--- config.mk ---
export PLATFORM = sky130hd
export DESIGN_NAME = imm_gen_pipe
export DESIGN_NICKNAME = d
export VERILOG_FILES = /design/src/rtl/imm_gen_pipe.sv
export SDC_FILE = /design/constraint.sdc
export NUM_CORES = 1
export LEC_CHECK = 0
export ABC_AREA = 1
export ABC_CLOCK_PERIOD_IN_PS = 4000
export BUFFER_PORTS_ARGS = -buffer_cell sky130_fd_sc_hd__buf_2
export CAP_MARGIN = 0
export CORE_MARGIN = 3
export CORE_UTILIZATION = 28
export DETAILED_ROUTE_END_ITERATION = 6
export HOLD_SLACK_MARGIN = 0.02
export PLACE_DENSITY_LB_ADDON = 0.1
export SLEW_MARGIN = 20
export SYNTH_ARGS = -nofsm -noshare
export SYNTH_HDL_FRONTEND = slang
export SYNTH_SLANG_ARGS = --single-unit
export TNS_END_PERCENT = 50
--- constraint.sdc ---
create_clock -name clk -period 4 [get_ports clk]
set_clock_uncertainty 0.05 [all_clocks]
set_input_delay 0.4 -clock clk [delete_from_list [all_inputs] [get_ports clk]]
set_output_delay 0.4 -clock clk [all_outputs]
set_load 0.02 [all_outputs]
--- src/rtl/imm_gen_pipe.sv ---
// RISC-V immediate generator with a 2-entry in-order result queue and a
// saturating counter of accepted illegal instructions. XLEN must be 32 or 64.
module imm_gen_pipe #(
    parameter int XLEN  = 64,
    parameter int CNT_W = 16
) (
    input  logic             clk,
    input  logic             rst_n,
    input  logic             in_valid,
    output logic             in_ready,
    input  logic [31:0]      instruction,
    output logic             out_valid,
    input  logic             out_ready,
    output logic [XLEN-1:0]  imm_out,
    output logic [2:0]       fmt_out,
    output logic             illegal_out,
    input  logic             clr_cnt,
    output logic [CNT_W-1:0] illegal_cnt
);

    localparam logic [2:0] FMT_R   = 3'd0;
    localparam logic [2:0] FMT_I   = 3'd1;
    localparam logic [2:0] FMT_S   = 3'd2;
    localparam logic [2:0] FMT_B   = 3'd3;
    localparam logic [2:0] FMT_U   = 3'd4;
    localparam logic [2:0] FMT_J   = 3'd5;
    localparam logic [2:0] FMT_ILL = 3'd7;

    logic [2:0]      fmt_dec;
    logic [31:0]     imm32;
    logic [XLEN-1:0] imm_dec;

    logic [1:0]      occ;
    logic [1:0]      next_occ;
    logic            push;
    logic            pop;

    logic [XLEN-1:0] head_imm;
    logic [2:0]      head_fmt;
    logic [XLEN-1:0] tail_imm;
    logic [2:0]      tail_fmt;

    // Every immediate fits in a sign-extended 32-bit value, so widen once at the end.
    always_comb begin
        fmt_dec = FMT_ILL;
        imm32   = '0;
        case (instruction[6:0])
            7'b0000011, 7'b0010011, 7'b1100111: fmt_dec = FMT_I;
            7'b0011011: fmt_dec = (XLEN == 64) ? FMT_I : FMT_ILL;
            7'b0100011: fmt_dec = FMT_S;
            7'b1100011: fmt_dec = FMT_B;
            7'b0110111, 7'b0010111: fmt_dec = FMT_U;
            7'b1101111: fmt_dec = FMT_J;
            7'b0110011: fmt_dec = FMT_R;
            7'b0111011: fmt_dec = (XLEN == 64) ? FMT_R : FMT_ILL;
            default:    fmt_dec = FMT_ILL;
        endcase
        case (fmt_dec)
            FMT_I: imm32 = {{20{instruction[31]}}, instruction[31:20]};
            FMT_S: imm32 = {{20{instruction[31]}}, instruction[31:25], instruction[11:7]};
            FMT_B: imm32 = {{19{instruction[31]}}, instruction[31], instruction[7],
                            instruction[30:25], instruction[11:8], 1'b0};
            FMT_U: imm32 = {instruction[31:12], 12'b0};
            FMT_J: imm32 = {{11{instruction[31]}}, instruction[31], instruction[19:12],
                            instruction[20], instruction[30:21], 1'b0};
            default: imm32 = '0;
        endcase
        imm_dec        = {XLEN{imm32[31]}};
        imm_dec[31:0]  = imm32;
    end

    assign out_valid = (occ != 2'd0);
    assign push      = in_valid & in_ready;
    assign pop       = out_valid & out_ready;
    assign next_occ  = occ + {1'b0, push} - {1'b0, pop};

    // Head is slot 0; on a pop the tail shifts forward unless a new beat
    // lands directly in the head because the queue held only one entry.
    always_ff @(posedge clk or negedge rst_n) begin
        if (!rst_n) begin
            occ      <= 2'd0;
            in_ready <= 1'b1;
            head_imm <= '0;
            head_fmt <= FMT_R;
            tail_imm <= '0;
            tail_fmt <= FMT_R;
        end else begin
            occ      <= next_occ;
            in_ready <= (next_occ != 2'd2);
            if (push && (occ == 2'd0 || (pop && occ == 2'd1))) begin
                head_imm <= imm_dec;
                head_fmt <= fmt_dec;
            end else if (pop) begin
                head_imm <= tail_imm;
                head_fmt <= tail_fmt;
            end
            if (push && !pop && occ == 2'd1) begin
                tail_imm <= imm_dec;
                tail_fmt <= fmt_dec;
            end
        end
    end

    always_ff @(posedge clk or negedge rst_n) begin
        if (!rst_n) begin
            illegal_cnt <= '0;
        end else if (clr_cnt) begin
            illegal_cnt <= '0;
        end else if (push && fmt_dec == FMT_ILL && illegal_cnt != {CNT_W{1'b1}}) begin
            illegal_cnt <= illegal_cnt + CNT_W'(1);
        end
    end

    // An empty queue shows all-zero outputs regardless of stale slot contents.
    assign imm_out     = out_valid ? head_imm : '0;
    assign fmt_out     = out_valid ? head_fmt : FMT_R;
    assign illegal_out = out_valid && (head_fmt == FMT_ILL);

endmodule

==> results by group <==
Status
  – Status: completed

Detailed routing
  – Drt first pass iters: 4
  – Drc violations: 0
  – Post-DRT Antenna Nets: 0
  – DR WL/cell: 13.9 µm
  – Routed vias/inst: 4.40
  – Initial DRC Count: 285
  – Vias: 5046
  – Post-Route WL: about 16000 µm

Clock network
  – Clock sink count: 89
  – Clk root buf: clkbuf_16
  – Clock-pin transition on the worst setup and hold timing paths: 0.07 ns
  – Skew-Pair Late Insertion Delay: 0.35 ns
  – CTS tree: built
  – Max H-tree Level: 3
  – Clk buf depth: 2
  – Post-CTS setup buffer count: 0
  – Num CTS Buffers: 9

Place
  – GPL Wtd Cong: 0.747
  – Pre-CTS setup slack: approximately 1.7 ns
  – Placed insts: 1129
  – Hpwl dp: around 11000 µm
  – # port buffers: roughly 120
  – Area after DPL: between 0.006 and 0.007 mm²

Layout
  – N_diodes: 0
  – Syn-to-layout area delta: 17.9%
  – Multi-input logic area: 0.00253 mm²
  – Most common cell after layout, fill and taps aside: nand2_1
  – Register area: between 0.002 and 0.0025 mm²
  – Non-Filler Instances: around 1.1k
  – Cell area after layout: 0.00660 mm²
  – Layout cells sized above 1: 0.198
  – Final nets: 918
  – Most frequent cells in the layout: nand2_1 (244), buf_2 (121), inv_1 (107)
  – Filler instances: 2189

Power and ir drop
  – Power per cell area: about 670 mW/mm²
  – Largest vdd supply drop: 313 µV
  – Overall power: approximately 4.5 mW
  – Pleak: between 3 and 4 nW

Yosys
  – Post-Syn Area: around 0.0056 mm²
  – Number of flops mapped to enable cells by yosys: 0
  – Syn Inst Count: 802
  – #FFs+latches synth: between 80 and 90
  – Mapped Nets: 843
  – Syn Area/Cell: 6.98 µm²
  – Main flop type after synthesis: dfrtp_1
  – Ys Warns: 0
  – Asr flop ratio synth: 1.00
  – Post-synth cell types: 36
  – Seq/Total Area, Yosys: 0.398

Global routing
  – Initial antenna violation count: 0
  – Tot GR Track Use: 0.152
  – Vias in the first global route: 5034
  – Largest net degree at the start of global routing: 74
  – First-pass GRT wire length: 26900 µm
  – Grt ovf: 0

Critical path
  – Reg2Reg Depth: 8
  – Reg-to-reg startpoint: in_ready
  – Worst flop-to-flop path endpoint: tail_imm[27]
  – Startpoint Class: register
  – Crit Path Max Fanout: 45
  – Crit path cell chain: nand2_2 > inv_2 > ha_1 > nand3_1 > buf_4 > inv_2 > nand3_1 > o21a_1
  – Worst R2R Setup Slack: 1.69 ns
  – Arrival @ worst endpoint: 2.50 ns
  – Crit path capture type: register
  – Setup Crit Path Kind: reg2reg
  – Worst endpoint required time: 4.19 ns
  – Critical Path Max Stage Delay: 0.64 ns
  – CP max-delay cell: inv_2

Flow run
  – Max-cap violation count: 0

Floorplanning
  – Core area: 0.0196 mm²
  – DIE WIDTH: roughly 150 µm
  – Die area: 0.0217 mm²
  – # rows: 51
  – Starting Density: 0.286
  – Die Ht: between 100 and 150 µm
  – I/O pins: 123

STA
  – Minimum clock period: 2.31 ns
  – Final setup margin: between 1.5 and 2 ns
  – Final setup fails: 0
  – Count of final hold-check violations: 0
  – FMAX: 433 MHz
  – RSZ-0062 raised after global routing: no
  – Tcrit/Tclk final: 0.578
  – Slew headroom: 0.378
  – Slew Limit Fails: 0
  – Worst Tran Pin Value: a little over 0.9 ns
  – TNS Setup: 0 ns

Worst hold path
  – Worst Hold Path Cells: 3
  – Hold Crit Start: instruction[30]
  – Hold Crit Class: in2reg
  – Hold Path End: tail_imm[10]
==> registers in the layout (all words and copies together) (netlist names) <==
register,cells
head_imm,32
tail_fmt,3
head_fmt,3
occ,2
illegal_cnt,16
in_ready,1
tail_imm,32
==> cells by family after synthesis <==
family                     after synthesis  synth area share
buffers and inverters                  181             0.151
DFF                                     89             0.398
and+or+nand+nor                        430             0.335
AOI/OAI and AO/OA                       83            0.0833
adders and majority gates                4           0.00893
xor gates and xnor gates                15            0.0235
==> power breakdown <==
group,switching (mW),total (mW),internal [mW]
Sequential,0.178,1.40,1.23
Combinational,1.31,1.96,0.655
Clock,0.389,1.08,0.695
Total,1.87,4.45,2.58
==> cell usage after synthesis, types with 2 or more instances <==
cell | instances | area share
nand2_1 | 244 | 0.16
inv_1 | 107 | 0.072
dfrtp_1 | 88 | 0.39
nor2_1 | 75 | 0.050
nand3_1 | 71 | 0.063
o21ai_0 | 39 | 0.035
buf_4 | 36 | 0.048
nand4_1 | 17 | 0.019
o21a_1 | 16 | 0.021
o21ai_1 | 14 | 0.013
buf_2 | 13 | 0.012
clkbuf_1 | 13 | 0.0087
xor2_1 | 12 | 0.019
a21oi_1 | 10 | 0.0089
inv_2 | 6 | 0.0040
nand2_2 | 5 | 0.0056
ha_1 | 4 | 0.0089
nor2_2 | 4 | 0.0045
buf_1 | 3 | 0.0020
nor3_1 | 3 | 0.0027
xnor2_1 | 3 | 0.0047
a21oi_2 | 2 | 0.0031
buf_6 | 2 | 0.0040
nand3_2 | 2 | 0.0036
nand3_4 | 2 | 0.0063
==> cell type report <==
class	count	area share
clock buffers	10	0.0362
clock inverters	6	0.0208
inverters	113	0.0642
multi-input cells	532	0.383
flip-flops and latches	89	0.338
well taps	265	0.0502
repair buffers	132	0.108
==> metal layers <==
metal / vias up / GRT usage / part of all wire
li1: 2611 / - / -
met1: 2306 / 0.217 / 0.49
met2: 116 / 0.242 / 0.45
met3: 13 / 0.0202 / 0.044
met4: 0 / 0.0475 / 0.014
met5: - / 0 / 0
==> stage by stage <==
step / hold WS [ns] / utilization
floorplan: 0.0544 / -
global placement: 0.411 / 0.316
detailed placement: 0.412 / 0.316
CTS: 0.209 / 0.335
global route: 0.281 / 0.337
finish: 0.280 / 0.337
==> worst max-delay path: cells and delay by family (launching register included) <==
kind | cells | cell delay [ns]
buffers and inverters | 3 | 1.00
DFF | 1 | 0.54
and+or+nand+nor | 3 | 0.32
adders and majority gates | 1 | 0.15
AOI/OAI and AO/OA | 1 | 0.14
==> worst max path at each step <==
stage | cells after the start | startpoint | endpoint | slack, ns
floorplan | 5 | occ[0] | imm_out[32] | 1.11
global route | 8 | in_ready | tail_imm[26] | 1.46
detailed placement | 8 | in_ready | tail_imm[1] | 1.68
global placement | 8 | in_ready | tail_imm[2] | 1.73
CTS | 8 | in_ready | tail_imm[27] | 1.66
finish | 8 | in_ready | tail_imm[27] | 1.69
==> what timing repair did <==
item	4_1_cts	5_1_grt
hold buffers	0	1
setup endpoints to repair	0	0
endpoints found under the hold margin	0	17
resized for setup	0	0
Note: power is estimated with default switching activity, not from simulation.
